==> src/rtl/cmd_dispatcher.sv <==
// Host command dispatcher: buffers well-formed commands in an in-order FIFO and
// presents the head command to its target bank with a one-hot valid/ready handshake.
module cmd_dispatcher #(
    parameter int FIFO_DEPTH = 4
) (
    input  logic        clk,
    input  logic        rst,
    input  logic        cmd_valid,
    input  logic [31:0] cmd_in,
    output logic        cmd_ready,
    output logic [7:0]  bank_cmd_valid,
    output logic [31:0] bank_cmd_out,
    output logic        bank_bl,
    output logic        bank_ap,
    input  logic [7:0]  bank_cmd_ready,
    output logic        cmd_error,
    output logic [4:0]  fifo_count
);

    localparam int PTR_W = (FIFO_DEPTH > 2) ? $clog2(FIFO_DEPTH) : 1;
    localparam int ENTRY_W = 34;
    localparam logic [4:0] DEPTH_CNT = 5'(FIFO_DEPTH);

    typedef enum logic {
        S_EMPTY = 1'b0,
        S_ISSUE = 1'b1
    } state_t;

    state_t               state_q;
    logic [ENTRY_W-1:0]   mem_q [FIFO_DEPTH];
    logic [PTR_W-1:0]     rd_ptr_q;
    logic [PTR_W-1:0]     rd_ptr_d;
    logic [PTR_W-1:0]     wr_ptr_q;
    logic [PTR_W-1:0]     wr_ptr_d;
    logic [4:0]           count_q;
    logic [4:0]           count_d;
    logic [7:0]           bank_valid_q;
    logic [31:0]          bank_out_q;
    logic                 bank_bl_q;
    logic                 bank_ap_q;
    logic                 cmd_error_q;

    // Input command fields
    logic                 in_rw;
    logic [12:0]          in_row;
    logic                 in_bl;
    logic                 in_ap;
    logic [9:0]           in_col;
    logic [2:0]           in_bank;
    logic                 in_malformed;

    logic                 accept;
    logic                 push;
    logic                 pop;
    logic                 head_is_new;
    logic [ENTRY_W-1:0]   in_entry;
    logic [ENTRY_W-1:0]   head_entry;
    logic [7:0]           head_onehot;

    assign in_rw        = cmd_in[31];
    assign in_row       = cmd_in[29:17];
    assign in_bl        = cmd_in[15];
    assign in_ap        = cmd_in[13];
    assign in_col       = cmd_in[12:3];
    assign in_bank      = cmd_in[2:0];
    assign in_malformed = cmd_in[30] | cmd_in[16] | cmd_in[14];

    // Entries are stored already translated: {bl, ap, bank_command_t}
    assign in_entry = {in_bl, in_ap, in_rw, 1'b0, in_row, 4'b0000, in_col, in_bank};

    assign cmd_ready = ~rst & (count_q < DEPTH_CNT);
    assign accept    = cmd_valid & cmd_ready;
    assign push      = accept & ~in_malformed;
    assign pop       = |(bank_valid_q & bank_cmd_ready);

    assign rd_ptr_d = rd_ptr_q + PTR_W'(pop);
    assign wr_ptr_d = wr_ptr_q + PTR_W'(push);
    assign count_d  = count_q + {4'b0000, push} - {4'b0000, pop};

    // When the FIFO drains to nothing in the same cycle as a push, the new
    // command becomes the head before it is readable from the array.
    assign head_is_new = push & (count_q == {4'b0000, pop});
    assign head_entry  = head_is_new ? in_entry : mem_q[rd_ptr_d];

    generate
        for (genvar gi = 0; gi < 8; gi++) begin : g_bank_decode
            assign head_onehot[gi] = (head_entry[2:0] == 3'(gi));
        end
    endgenerate

    always_ff @(posedge clk) begin
        if (push) begin
            mem_q[wr_ptr_q] <= in_entry;
        end
    end

    always_ff @(posedge clk) begin
        if (rst) begin
            state_q      <= S_EMPTY;
            rd_ptr_q     <= '0;
            wr_ptr_q     <= '0;
            count_q      <= '0;
            bank_valid_q <= '0;
            bank_out_q   <= '0;
            bank_bl_q    <= 1'b0;
            bank_ap_q    <= 1'b0;
            cmd_error_q  <= 1'b0;
        end else begin
            rd_ptr_q    <= rd_ptr_d;
            wr_ptr_q    <= wr_ptr_d;
            count_q     <= count_d;
            cmd_error_q <= accept & in_malformed;
            case (state_q)
                S_EMPTY: begin
                    if (push) begin
                        state_q      <= S_ISSUE;
                        bank_valid_q <= head_onehot;
                        bank_out_q   <= head_entry[31:0];
                        bank_bl_q    <= head_entry[33];
                        bank_ap_q    <= head_entry[32];
                    end
                end
                S_ISSUE: begin
                    if (pop) begin
                        if (count_q == 5'd1 && !push) begin
                            state_q      <= S_EMPTY;
                            bank_valid_q <= '0;
                            bank_out_q   <= '0;
                            bank_bl_q    <= 1'b0;
                            bank_ap_q    <= 1'b0;
                        end else begin
                            bank_valid_q <= head_onehot;
                            bank_out_q   <= head_entry[31:0];
                            bank_bl_q    <= head_entry[33];
                            bank_ap_q    <= head_entry[32];
                        end
                    end
                end
                default: begin
                    state_q      <= S_EMPTY;
                    bank_valid_q <= '0;
                end
            endcase
        end
    end

    assign bank_cmd_valid = bank_valid_q;
    assign bank_cmd_out   = bank_out_q;
    assign bank_bl        = bank_bl_q;
    assign bank_ap        = bank_ap_q;
    assign cmd_error      = cmd_error_q;
    assign fifo_count     = count_q;

endmodule

==> config.mk <==
export PLATFORM = sky130hd
export DESIGN_NAME = cmd_dispatcher
export DESIGN_NICKNAME = d
export VERILOG_FILES = /design/src/rtl/cmd_dispatcher.sv
export SDC_FILE = /design/constraint.sdc
export NUM_CORES = 1
export LEC_CHECK = 0
export BUFFER_PORTS_ARGS = -buffer_cell sky130_fd_sc_hd__buf_2
export CORE_MARGIN = 3
export CORE_UTILIZATION = 25
export CTS_CLUSTER_SIZE = 12
export DETAILED_ROUTE_END_ITERATION = 10
export SLEW_MARGIN = 20
export SYNTH_ARGS = -nofsm -noshare
export SYNTH_HDL_FRONTEND = slang
export SYNTH_SLANG_ARGS = --single-unit
export TNS_END_PERCENT = 30
==> constraint.sdc <==
create_clock -name clk -period 4.2 [get_ports clk]
set_clock_uncertainty 0.15 [all_clocks]
set_input_delay 0.84 -clock clk [delete_from_list [all_inputs] [get_ports clk]]
set_output_delay 0.84 -clock clk [all_outputs]
set_load 0.01 [all_outputs]
* Word-level counts from Yosys, hierarchy flattened *
Memories as Yosys holds them, arrays and structs flattened.
Cells that the tools add are included.

word-level totals
  register bits = 53
  bits in writable memories = 116
  input port bits = 43
  memories kept = 1

memory list
  name   words  bits a word  read ports  clocked after Yosys merged registers in  wr ports  RTL line  source
  mem_q  4      29           1           0                                        1         30        logic [ENTRY_W-1:0] mem_q [FIFO_DEPTH];

cells by class
  add/subtract/negate cells = 4
  order comparisons = 1
  equality and inequality tests = 11
  mux-type cells = 22
  bitwise gates (word level) = 11
  reductions and logical operators = 5

operators with widths
  operator                                                                      number
  32-bit two-way mux                                                            3
  32-bit one-hot mux with 2 select lines                                        1
  34-bit two-way mux                                                            1
  8-bit two-way mux                                                             3
  8-bit one-hot mux with 2 select lines                                         1
  3-bit equality test, second input constant                                    4
  1-bit two-way mux                                                             10
  8-bit bitwise AND                                                             1
  8-bit OR reduction                                                            1
  3-bit by 2-bit equality test with 1-bit output, second input constant         2
  1-bit one-hot mux with 2 select lines                                         3
  5-bit by 1-bit adder with 5-bit output                                        1
  1-bit bitwise AND                                                             5
  5-bit by 1-bit equality test with 1-bit output                                1
  5-bit by 1-bit equality test with 1-bit output, second input constant         1
  5-bit by 3-bit less-than comparator with 1-bit output, second input constant  1
  5-bit by 1-bit subtractor with 5-bit output                                   1
  2-bit by 1-bit adder with 2-bit output                                        2
  3-bit by 1-bit equality test with 1-bit output, second input constant         1
  3-bit logical NOT                                                             1
  1-bit inverter                                                                3
  2-bit by 1-bit inequality test with 1-bit output, second input constant       1
  2-bit inequality test, second input constant                                  1
  1-bit OR                                                                      2
  3 further kinds                                                               3

* Logic depth before layout (Yosys ltp) *
  word-level depth = 10
  gate-level depth with buffers = 14
  mapped depth without buffers = 14

* Worst setup path after synthesis *
Ideal clock, no wire load.

  kind = input-to-reg
  from = input port cmd_in[16]
  to = memory mem_q[1][0] in the netlist's numbering, enable pin
  library setup time = 458 ps
  arrival = 3568 ps
  path slack = 24 ps
  stages on the path = 3
  path buffers = 0
  cells stage by stage = nor3_1 nand2_1 nor3b_1

between the ends
  longest elaborated chain between the ends = 6

ends and longest elaborated chain
  element                                  RTL line  source
  start, declared                          9         input logic [31:0] cmd_in,
  1-bit OR (2 in series)                   66        assign in_malformed = cmd_in[30] | cmd_in[16] | cmd_in[14];
  1-bit inverter                           73        assign push = accept & ~in_malformed;
  1-bit bitwise AND                        73
  1-bit two-way mux                        92        if (push) begin
  1-bit two-way mux (not written as such)  93        mem_q[wr_ptr_q] <= in_entry;
  end, declared                            30

No other way between the ends.

* Worst setup path after layout *
  from = input port bank_cmd_ready[6]
  to = register bank_out_q[20], in the netlist bank_cmd_out[20]

between the ends
  longest elaborated chain between the ends = 8
  elaborated cells on any way between the ends = 13
  those cells by class = 1 x add/sub; 2 x eq/ne; 5 x mux; 2 x bitwise; 2 x reduce/logical; 1 x memory

ends and longest elaborated chain
  element                                   RTL line  source
  start, declared                           15        input logic [7:0] bank_cmd_ready,
  8-bit bitwise AND *                       74        assign pop = |(bank_valid_q & bank_cmd_ready);
  8-bit OR reduction *                      74
  2-bit by 1-bit adder with 2-bit output *  76        assign rd_ptr_d = rd_ptr_q + PTR_W'(pop);
  net rd_ptr_d[0]                           32        logic [PTR_W-1:0] rd_ptr_d;
  memory 4 x 29 bit *                       n/a
  34-bit two-way mux *                      83        assign head_entry = head_is_new ? in_entry : mem_q[rd_ptr_d];
  32-bit two-way mux                        125       if (count_q == 5'd1 && !push) begin
  32-bit two-way mux                        124       if (pop) begin
  32-bit one-hot mux with 2 select lines *  113       case (state_q)
  end signal, assigned                      118       bank_out_q <= head_entry[31:0];
  end signal, assigned                      133       bank_out_q <= head_entry[31:0];
  end, declared                             38        logic [31:0] bank_out_q;

Mark *: on every way through the listed nets, which the timed path passes. The rest lies on a longest branch. The select of a mux whose other input is x is not followed.
A chain may end at the register's enable or synchronous reset.

==> key figures <==
Clock tree
  • Reg clk slew, reported paths: 0.08 ns
  • Worst-Skew Late Latency: 0.43 ns
  • Root Buffer: clkbuf_16
  • Clk buf depth: 2
  • Num CTS Buffers: 17
  • Clock H-tree levels: 4
  • Buffers inserted by post-CTS timing repair: 0
  • TritonCTS sink count: 164
  • TritonCTS clock tree: yes
  • Post-CTS sizing: 0
  • Cts hold-fix bufs: 0

Global route
  • Grt total ovfl: 0
  • Number of global-route vias before repair: 4149
  • Initial antenna violation count: 0
  • Total track usage: 10.83%
  • Largest net degree at the start of global routing: 42
  • First-pass GRT wire length: 23580 um

Synth
  • Synth area leaders: edfxtp_1 (53%), dfxtp_1 (15%), mux4_2 (9.9%), mux2_2 (4.8%), a22oi_1 (3.7%)
  • Number of enable flip-flop cells after synthesis: 116
  • Synth top area share: 53.05%
  • Top-count cell post-synth: edfxtp_1
  • Seq/Total Area, Yosys: 67.68%
  • Commonest cells in the netlist: edfxtp_1 (116), dfxtp_1 (48), nor2_1 (36)
  • Main flop type after synthesis: edfxtp_1
  • Cell taking the most area after synthesis: edfxtp_1
  • Mapped Area: 0.006566 mm2
  • Post-synthesis cell type count: 44
  • Asr flop ratio synth: 0%
  • Synth warn: 0
  • Number of synthesized register bits: 164
  • Post-Syn Area per Cell: 16.21 um2
  • Post-synthesis cell count: 405

Worst setup path
  • Critical path fanouts, max: 15
  • Crit path kind: primary input to flip-flop
  • Crit path DAT: 3.43 ns
  • WP data required: 4.35 ns
  • CP Capture Type: flip-flop
  • Setup crit start kind: primary input

Timing
  • Sum Neg Setup Slack: 0 ns
  • Final setup violating endpoints: 0
  • Worst-margin pin slew: 1.023 ns
  • Fmax: 304.4 MHz
  • Final slew viol count: 0
  • Post-route setup slack: 0.9153 ns
  • Final Hold Viols: 0
  • Rel. slew slack: 31.51%
  • RSZ-0062 raised after global routing: false
  • Minimum clock period: 3.285 ns
  • Final critical-path share of the clock period: 78.21%

Placement
  • Placer Congestion: 0.7512
  • PortBufs: 86
  • DP Area: 0.007465 mm2
  • Setup WS pre-CTS: 0.4461 ns
  • HPWL after detailed placement: 9763 um

Die
  • Die area: 0.02825 mm2
  • Core area: 0.02547 mm2
  • Rows: 58
  • Die height: 168.1 um
  • Boundary pin count: 92
  • Initial core utilization: 25.78%
  • Width of the die: 168.1 um

Detailed routing
  • DR iter-0 viols: 254
  • Final ANT Viol Nets: 0
  • Final wirelength: 15050 um
  • Routed vias: 3862
  • Routed length per instance: 17.78 um
  • Avg Vias per Cell: 4.565
  • 1st-pass router iterations: 4
  • DR DRC count: 0

Pwr
  • Maximum vdd ir drop: 0.0003258 V
  • Pleak: 2.877 nW
  • Total power: 3.788 mW
  • Power per cell area: 466.7 mW/mm2

Cells and area
  • Layout cells sized above 1: 38.76%
  • N_diodes: 0
  • Nets: 556
  • Number of fill cells: 2485
  • Area growth syn-to-layout: 23.63%
  • Finished Cell Area: 0.008118 mm2
  • Fin util: 31.87%

Job
  • Max_cap viols: 0

Status
  • Outcome: finished clean

Hold path
  • HP Class: flip-flop to flip-flop
-- cell type report --
type                    count  area (um2)  share of cell area, %
flip-flops and latches    164        4444                  54.75
multi-input cells         206        2016                  24.83
repair buffers            101       543.0                  6.689
clock buffers              17       425.4                  5.240
well taps                 330       412.9                  5.086
clock inverters            15       227.7                  2.805
inverters                  13       48.80                 0.6011
-- final timing paths --
check,endpoint,start,slack [ns],cells after the start
max reg2reg,bank_cmd_out[20],bank_cmd_valid[4],1.08,9
min,bank_cmd_out[2],bank_cmd_out[2],0.31,2
max,bank_cmd_out[20],bank_cmd_ready[6],0.92,10
min reg2reg,bank_cmd_out[2],bank_cmd_out[2],0.31,2
-- metrics by stage --
| step | std cells | hold slack (ns) |
|---|---|---|
| 2_1_floorplan | 409 | 0.3305 |
| 3_3_place_gp | 814 | 0.2997 |
| 3_5_place_dp | 814 | 0.3007 |
| 4_1_cts | 846 | 0.3131 |
| 5_1_grt | 846 | 0.3601 |
| 6_report | 846 | 0.3146 |
-- flip-flops by register name, summed over array words and instances, names as in the netlist --
register,cells
bank_cmd_valid,8
bank_cmd_out,27
state_q,1
cmd_error,1
fifo_count,5
bank_bl,1
bank_ap,1
wr_ptr_q,2
mem_q,116
rd_ptr_q,2
-- where the power goes --
| group | internal [mW] | switching, mW |
|---|---|---|
| sequential | 1.76 | 0.0189 |
| clock | 0.878 | 0.771 |
| combinational | 0.163 | 0.196 |
-- layer usage --
layer  part of all wire (%)  wire length, um  track usage [%]  vias up
li1                       -                -                -     1769
met5                      0                0                0        -
met2                     49             7410            18.12      107
met1                     45             6814            14.08     1977
met3                    4.8              719            2.888        9
met4                   0.67              101            2.597        0
-- cells by family (layout without fill, tap and decap cells) --
| kind of cell | after synthesis | count (layout) | synth area share, % |
|---|---|---|---|
| adders and majority gates | 10 | 10 | 2.020 |
| and+or+nand+nor | 71 | 71 | 5.393 |
| muxes | 59 | 59 | 15.24 |
| buffers and inverters | 39 | 146 | 2.801 |
| other | 1 | 5 | 0.05711 |
| DFF | 164 | 164 | 67.68 |
| xor gates and xnor gates | 4 | 4 | 0.5336 |
| AOI/OAI and AO/OA | 57 | 57 | 6.269 |
-- worst max-delay path, cell delays in order --
cell	delay (ns)
buf_2	0.10
a22oi_1	0.16
and4_1	0.38
inv_1	0.11
ha_2	0.44
buf_4	0.35
mux4_2	0.55
mux2_2	0.29
a22oi_1	0.16
nor2_1	0.06
-- cell usage in the layout (no fill, tap or decap), drive strengths merged, types with 8 or more instances in the layout --
master and count:
nand2 8, a22oi 32, mux4 29, ha 9, dfxtp 48, mux2 28, edfxtp 116, clkinv 9
clkbuf 17, buf 101, inv 18, nor2 36
Note: power is estimated with default switching activity, not from simulation.
